### src/rtl/sipo_rx_pkg.sv
// Shared types and constants for the SIPO receive controller.
package sipo_rx_pkg;

  // Width of the external SIPO shifter; the controller's DATA_BITS defaults to it.
  localparam int SIPO_WIDTH = 8;

  // Seed of the running parity XOR; 0 selects even parity.
  localparam logic PARITY_EVEN = 1'b0;

  typedef enum logic [2:0] {
    ST_IDLE,
    ST_START,
    ST_DATA,
    ST_PARITY,
    ST_STOP,
    ST_WAIT_IDLE
  } rx_state_t;

endpackage

### src/rtl/sipo_rx_ctrl_bit_timer.sv
// Loadable down-counter. Expires for one cycle when it reaches zero.
// The counter stops there unless it is reloaded.
module bit_timer #(
  parameter int WIDTH = 4
) (
  input  logic             clk,
  input  logic             reset,
  input  logic             i_load,
  input  logic [WIDTH-1:0] i_load_val,
  output logic             o_expire
);

  logic [WIDTH-1:0] r_count;
  logic             r_active;

  // Count down while armed. A load restarts the count, even on the expiry cycle.
  always_ff @(posedge clk) begin
    // NOTE: clocked state uses non-blocking (<=) so every flop samples pre-edge values.
    if (reset) begin
      r_count  <= '0;
      r_active <= 1'b0;
    end else if (i_load) begin
      r_count  <= i_load_val;
      r_active <= 1'b1;
    end else if (r_active) begin
      if (r_count == '0) r_active <= 1'b0;
      else               r_count  <= r_count - 1'b1;
    end
  end

  assign o_expire = r_active && (r_count == '0);

endmodule

### src/rtl/sipo_rx_ctrl.sv
// Frame-level receive controller that drives an external 8-bit SIPO shifter.
// It samples each serial bit at mid-period and checks the parity and stop bits.
// Good bytes are delivered on a valid/ready port; bad frames raise error pulses.
module sipo_rx_ctrl
  import sipo_rx_pkg::*;
#(
  parameter int CLKS_PER_BIT = 16,
  parameter int DATA_BITS    = SIPO_WIDTH,
  parameter int PARITY_EN    = 1
) (
  input  logic                 clk,
  input  logic                 reset,
  input  logic                 rx_line,
  output logic                 sipo_serial_in,
  output logic                 sipo_in_valid,
  input  logic [DATA_BITS-1:0] sipo_data,
  input  logic                 sipo_out_valid,
  output logic [DATA_BITS-1:0] byte_data,
  output logic                 byte_valid,
  input  logic                 byte_ready,
  output logic                 parity_err,
  output logic                 frame_err,
  output logic                 overrun_err,
  output logic                 busy
);

  localparam int TW = $clog2(CLKS_PER_BIT);
  localparam int IW = (DATA_BITS > 1) ? $clog2(DATA_BITS) : 1;
  localparam logic [TW-1:0] HALF_LOAD = TW'(CLKS_PER_BIT / 2 - 1);
  localparam logic [TW-1:0] FULL_LOAD = TW'(CLKS_PER_BIT - 1);
  localparam logic [IW-1:0] LAST_IDX  = IW'(DATA_BITS - 1);

  rx_state_t r_state, w_state_next;

  logic r_sync1, r_sync2, r_rx_prev;
  logic w_rx_s, w_fall, w_expire;
  logic w_timer_load, w_frame_start, w_strobe, w_sample_par;
  logic w_frame_err, w_parity_err, w_deliver;
  logic [TW-1:0] w_timer_val;

  logic [IW-1:0]        r_bit_idx;
  logic                 r_xor, r_parity_bad, r_seen_valid;
  logic [DATA_BITS-1:0] r_pending, r_byte_data;
  logic                 r_byte_valid, r_sipo_in_valid, r_sipo_serial_in;
  logic                 r_parity_err, r_frame_err, r_overrun_err;

  assign w_rx_s = r_sync2;
  assign w_fall = r_rx_prev && !r_sync2;

  // Two-flop synchroniser plus the edge-detect history. All three reset to the idle level.
  always_ff @(posedge clk) begin
    if (reset) begin
      r_sync1   <= 1'b1;
      r_sync2   <= 1'b1;
      r_rx_prev <= 1'b1;
    end else begin
      r_sync1   <= rx_line;
      r_sync2   <= r_sync1;
      r_rx_prev <= r_sync2;
    end
  end

  bit_timer #(.WIDTH(TW)) u_bit_timer (
    .clk        (clk),
    .reset      (reset),
    .i_load     (w_timer_load),
    .i_load_val (w_timer_val),
    .o_expire   (w_expire)
  );

  // State register.
  always_ff @(posedge clk) begin
    if (reset) r_state <= ST_IDLE;
    else       r_state <= w_state_next;
  end

  // Next-state logic and the one-cycle decode strobes used by the datapath.
  always_comb begin
    // NOTE: every signal gets a default first, so no path leaves one unassigned and no latch forms.
    w_state_next  = r_state;
    w_timer_load  = 1'b0;
    w_timer_val   = FULL_LOAD;
    w_frame_start = 1'b0;
    w_strobe      = 1'b0;
    w_sample_par  = 1'b0;
    w_frame_err   = 1'b0;
    w_parity_err  = 1'b0;
    w_deliver     = 1'b0;
    case (r_state)
      ST_IDLE: if (w_fall) begin
        w_state_next = ST_START;
        w_timer_load = 1'b1;
        w_timer_val  = HALF_LOAD;
      end
      ST_START: if (w_expire) begin
        if (w_rx_s) begin
          w_state_next = ST_IDLE;
        end else begin
          w_state_next  = ST_DATA;
          w_timer_load  = 1'b1;
          w_frame_start = 1'b1;
        end
      end
      ST_DATA: if (w_expire) begin
        w_strobe     = 1'b1;
        w_timer_load = 1'b1;
        if (r_bit_idx == LAST_IDX) w_state_next = (PARITY_EN != 0) ? ST_PARITY : ST_STOP;
      end
      ST_PARITY: if (w_expire) begin
        w_sample_par = 1'b1;
        w_timer_load = 1'b1;
        w_state_next = ST_STOP;
      end
      ST_STOP: if (w_expire) begin
        if (!w_rx_s || !r_seen_valid) begin
          w_frame_err  = 1'b1;
          w_state_next = ST_WAIT_IDLE;
        end else if (r_parity_bad) begin
          w_parity_err = 1'b1;
          w_state_next = ST_IDLE;
        end else begin
          w_deliver    = 1'b1;
          w_state_next = ST_IDLE;
        end
      end
      ST_WAIT_IDLE: if (w_rx_s) w_state_next = ST_IDLE;
      default: w_state_next = ST_IDLE;
    endcase
  end

  // Frame datapath: shift strobes, parity tracking, the pending byte, output handshake and error pulses.
  always_ff @(posedge clk) begin
    if (reset) begin
      r_bit_idx        <= '0;
      r_xor            <= PARITY_EVEN;
      r_parity_bad     <= 1'b0;
      r_seen_valid     <= 1'b0;
      r_pending        <= '0;
      r_byte_data      <= '0;
      r_byte_valid     <= 1'b0;
      r_sipo_in_valid  <= 1'b0;
      r_sipo_serial_in <= 1'b0;
      r_parity_err     <= 1'b0;
      r_frame_err      <= 1'b0;
      r_overrun_err    <= 1'b0;
    end else begin
      r_sipo_in_valid <= w_strobe;
      r_frame_err     <= w_frame_err;
      r_parity_err    <= w_parity_err;
      r_overrun_err   <= w_deliver && r_byte_valid && !byte_ready;

      if (w_frame_start) begin
        r_bit_idx    <= '0;
        r_xor        <= PARITY_EVEN;
        r_parity_bad <= 1'b0;
        r_seen_valid <= 1'b0;
      end
      if (w_strobe) begin
        r_sipo_serial_in <= w_rx_s;
        r_bit_idx        <= r_bit_idx + 1'b1;
        r_xor            <= r_xor ^ w_rx_s;
      end
      if (w_sample_par) r_parity_bad <= r_xor ^ w_rx_s;
      if (sipo_out_valid) begin
        r_pending    <= sipo_data;
        r_seen_valid <= 1'b1;
      end

      // Accept first. A delivery in the same cycle can then reuse the freed slot.
      if (r_byte_valid && byte_ready) r_byte_valid <= 1'b0;
      if (w_deliver && (!r_byte_valid || byte_ready)) begin
        r_byte_data  <= r_pending;
        r_byte_valid <= 1'b1;
      end
    end
  end

  assign sipo_serial_in = r_sipo_serial_in;
  assign sipo_in_valid  = r_sipo_in_valid;
  assign byte_data      = r_byte_data;
  assign byte_valid     = r_byte_valid;
  assign parity_err     = r_parity_err;
  assign frame_err      = r_frame_err;
  assign overrun_err    = r_overrun_err;
  assign busy           = (r_state != ST_IDLE);

endmodule
### config.mk
export PLATFORM = sky130hd
export DESIGN_NAME = sipo_rx_ctrl
export DESIGN_NICKNAME = d
export VERILOG_FILES = /design/src/rtl/sipo_rx_pkg.sv /design/src/rtl/sipo_rx_ctrl_bit_timer.sv /design/src/rtl/sipo_rx_ctrl.sv
export SDC_FILE = /design/constraint.sdc
export NUM_CORES = 1
export LEC_CHECK = 0
export BUFFER_PORTS_ARGS = -buffer_cell sky130_fd_sc_hd__buf_2
export CAP_MARGIN = 0
export CELL_PAD_IN_SITES_DETAIL_PLACEMENT = 1
export CELL_PAD_IN_SITES_GLOBAL_PLACEMENT = 1
export CORE_MARGIN = 2
export CORE_UTILIZATION = 25
export CTS_CLUSTER_SIZE = 12
export DETAILED_ROUTE_END_ITERATION = 16
export PLACE_DENSITY_LB_ADDON = 0.1
export SLEW_MARGIN = 20
export SYNTH_ARGS = -nofsm -noshare
export SYNTH_HDL_FRONTEND = slang
export SYNTH_SLANG_ARGS = --single-unit
export TNS_END_PERCENT = 20
### constraint.sdc
create_clock -name clk -period 2.2 [get_ports clk]
set_input_delay 0 -clock clk [delete_from_list [all_inputs] [get_ports clk]]
set_output_delay 0 -clock clk [all_outputs]
set_load 0.1 [all_outputs]
==> flow_summary_export.csv <==
group,metric,value,unit
setup_path,crit_type,"flip-flop to flip-flop",
logic_synthesis,synth_edf_count,0,
floorplanning,initial_core_util,26.2,%
placed_design,dp_hpwl,2.87,mm
floorplanning,ios,28,
global_routing,grt_pass1_wl,6.91,mm
drt,drt-total-wl,4.11,mm
setup_path,crit_buf_inv,2,
clock_network,root_buffer,"clkbuf_8",
worst_hold_path,min_path_type,"primary input to flip-flop",
final_layout,fin_nets,226,
clock_network,postCtsHoldBufs,9,
sta,relSlewSlack,49.3,%
logic_synthesis,ys_ff_latch,39,
setup_path,setup.worst_path.start_class,"flip-flop",
floorplanning,coreArea,0.00642,mm2
clock_network,cts_tree,"built",
logic_synthesis,synth_flop_cell,"dfxtp_1",
setup_path,crit_chain,"inv_1 > ha_1 > nor4bb_1 > buf_4 > nand4_2 > mux2i_1 > nor2_1",
drt,num_vias,1370,
setup_path,max_stage_delay,0.35,ns
logic_synthesis,synthArstFlopShare,0,%
floorplanning,num_rows,29,
drt,drt_first_pass_iters,4,
clock_network,h-tree-depth,2,
clock_network,cts_setup_buffers,0,
logic_synthesis,yosysWarnings,0,
sta,setup_violations,0,
sta,fin_crit,1.88,ns
clock_network,cts.path.max_buffers,2,
sta,finalHoldViolations,0,
global_routing,grtUsageTotal,11.8,%
setup_path,path_delay_family,"simple AND/OR/NAND/NOR gates",
clock_network,numClockSinks,39,
placed_design,pre_cts_ws,0.326,ns
logic_synthesis,netlist_area,0.00168,mm2
drt,wl_per_cell,14.3,um
drt,ant_nets,0,
final_layout,antenna_cells,0,
sta,slew_viol_final,0,
floorplanning,fp.dieArea,0.00739,mm2
sta,rsz0062_at_grt,"false",
placed_design,place_congestion,0.739,
sta,fin_ws,0.318,ns
clock_network,cts-buffers-inserted,5,
global_routing,grt_pass1_vias,1419,
logic_synthesis,ys_top_cells_by_count,"dfxtp_1, nor2_1, mux2i_1",
floorplanning,die_w,86.0,um
clock_network,ctsResizeCount,0,
global_routing,grt_overflow,0,
final_layout,drive_gt1_share,22.9,%
sta,max_freq,0.531,GHz
setup_path,critPathSlowestCell,"dfxtp_1",
setup_path,cp-end-kind,"flip-flop",
setup_path,cp.required,2.35,ns
logic_synthesis,avgSynthCellArea,9.66,um2
setup_path,cp_max_fo,9,
drt,drt_iter0_markers,45,
drt,post-route-drc-count,0,
clock_network,clk_latency,0.29,ns
run,maxCapViolCount,0,
global_routing,grt_max_degree,40,
logic_synthesis,ys_seq_area_share,46.5,%
logic_synthesis,yosysMostFrequentCell,"dfxtp_1",
logic_synthesis,synthCells,174,
power_and_ir_drop,vdd_drop_max,0.235,mV
global_routing,antenna_found_initial,0,
logic_synthesis,synth_top_area_share,46.5,%
sta,hold_slack,0.110,ns
sta,clock_skew,0.00356,ns
sta,fin_crit_sh,85.5,%
clock_network,clkSlewWorstSetupHoldPaths,0.08,ns
power_and_ir_drop,p_leak,0.919,nW
run_status,status,"finished, final reports clean",
floorplanning,fp.dieH,86.0,um
logic_synthesis,synthDistinctLibCells,50,
sta,finalSetupTns,0,ns
logic_synthesis,synth.net_count,191,
final_layout,fin_util,32.1,%
final_layout,syn_to_final_growth,22.7,%
setup_path,worstPathArrival,2.03,ns
drt,via_per_inst,4.77,
placed_design,port_buffers,27,
power_and_ir_drop,fin_total_pwr,0.00138,W
logic_synthesis,synth_area_leaders,"dfxtp_1, mux2i_1, nor2_1",
logic_synthesis,yosysTopAreaCell,"dfxtp_1",
power_and_ir_drop,power_density,670,mW/mm2
sta,tightest_slew,0.760,ns
## tightest hold or removal path, stage by stage
cell	delay, ns
buf_2	0.09
nand2b_1	0.20
nor3_2	0.06
## layout make-up
type / count / area, um2
Clock buffer: 6 / 72.6
Sequential cell: 39 / 781
Clock inverter: 2 / 12.5
Timing Repair Buffer: 39 / 248
Multi-Input combinational cell: 120 / 837
Inverter: 4 / 15.0
Fill cell: 754 / 4360
Tap cell: 77 / 96.3
## metal layers
| layer | vias to the layer above | wire (um) | track usage (%) |
|---|---|---|---|
| met5 | - | 0 | 0 |
| met4 | 0 | 34 | 2.89 |
| met3 | 4 | 181 | 4.14 |
| met1 | 655 | 1900 | 14.3 |
| li1 | 684 | - | - |
| met2 | 27 | 1990 | 20.0 |
## cell families after synthesis
| kind of cell | count (synthesis) | synth area share, % |
|---|---|---|
| buffers and inverters | 15 | 3.72 |
| xor gates and xnor gates | 3 | 1.56 |
| muxes | 19 | 11.3 |
| and+or+nand+nor | 63 | 21.2 |
| DFF | 39 | 46.5 |
| adders and majority gates | 4 | 2.98 |
| AOI/OAI and AO/OA | 31 | 12.7 |
## registers in the layout (all words and copies together) (netlist names)
register / count
byte_data: 8
r_pending: 8
u_bit_timer.r_count: 4
r_bit_idx: 3
r_state: 3
byte_valid: 1
frame_err: 1
overrun_err: 1
parity_err: 1
r_parity_bad: 1
r_rx_prev: 1
r_seen_valid: 1
r_sync1: 1
r_sync2: 1
r_xor: 1
sipo_in_valid: 1
sipo_serial_in: 1
u_bit_timer.r_active: 1
## through the flow
step / std cells / area, um2
floorplan: 174 / 1680
detailed placement: 270 / 1890
finish: 287 / 2060
global route: 287 / 2060
CTS: 287 / 2060
global placement: 270 / 1890
## worst paths after layout
check | from | to | slack [ns] | depth (start not counted)
max | u_bit_timer.r_count[0] | byte_data[4] | 0.32 | 7
min reg2reg | r_sync1 | r_sync2 | 0.42 | 1
max reg2reg | u_bit_timer.r_count[0] | byte_data[4] | 0.32 | 7
min | byte_ready | overrun_err | 0.11 | 3
## power breakdown
| part | internal (W) | switching [W] |
|---|---|---|
| combinational | 0.0000671 | 0.0000878 |
| clock | 0.000222 | 0.000253 |
| sequential | 0.000725 | 0.0000265 |
| total | 0.00101 | 0.000368 |
## layout by cell type, fill, tap and decap left out, types with 3 or more instances in the layout
master	instances
dfxtp_1	39
nor3b_1	5
o21ai_0	3
nor2_1	25
nand2_1	4
mux2i_1	19
nor2b_1	5
dlygate4sd3_1	9
a21oi_1	10
ha_1	4
or2_2	3
buf_2	27
nand3_1	3
buf_4	3
clkbuf_8	5
inv_1	4
Note: power is estimated with default switching activity, not from simulation.
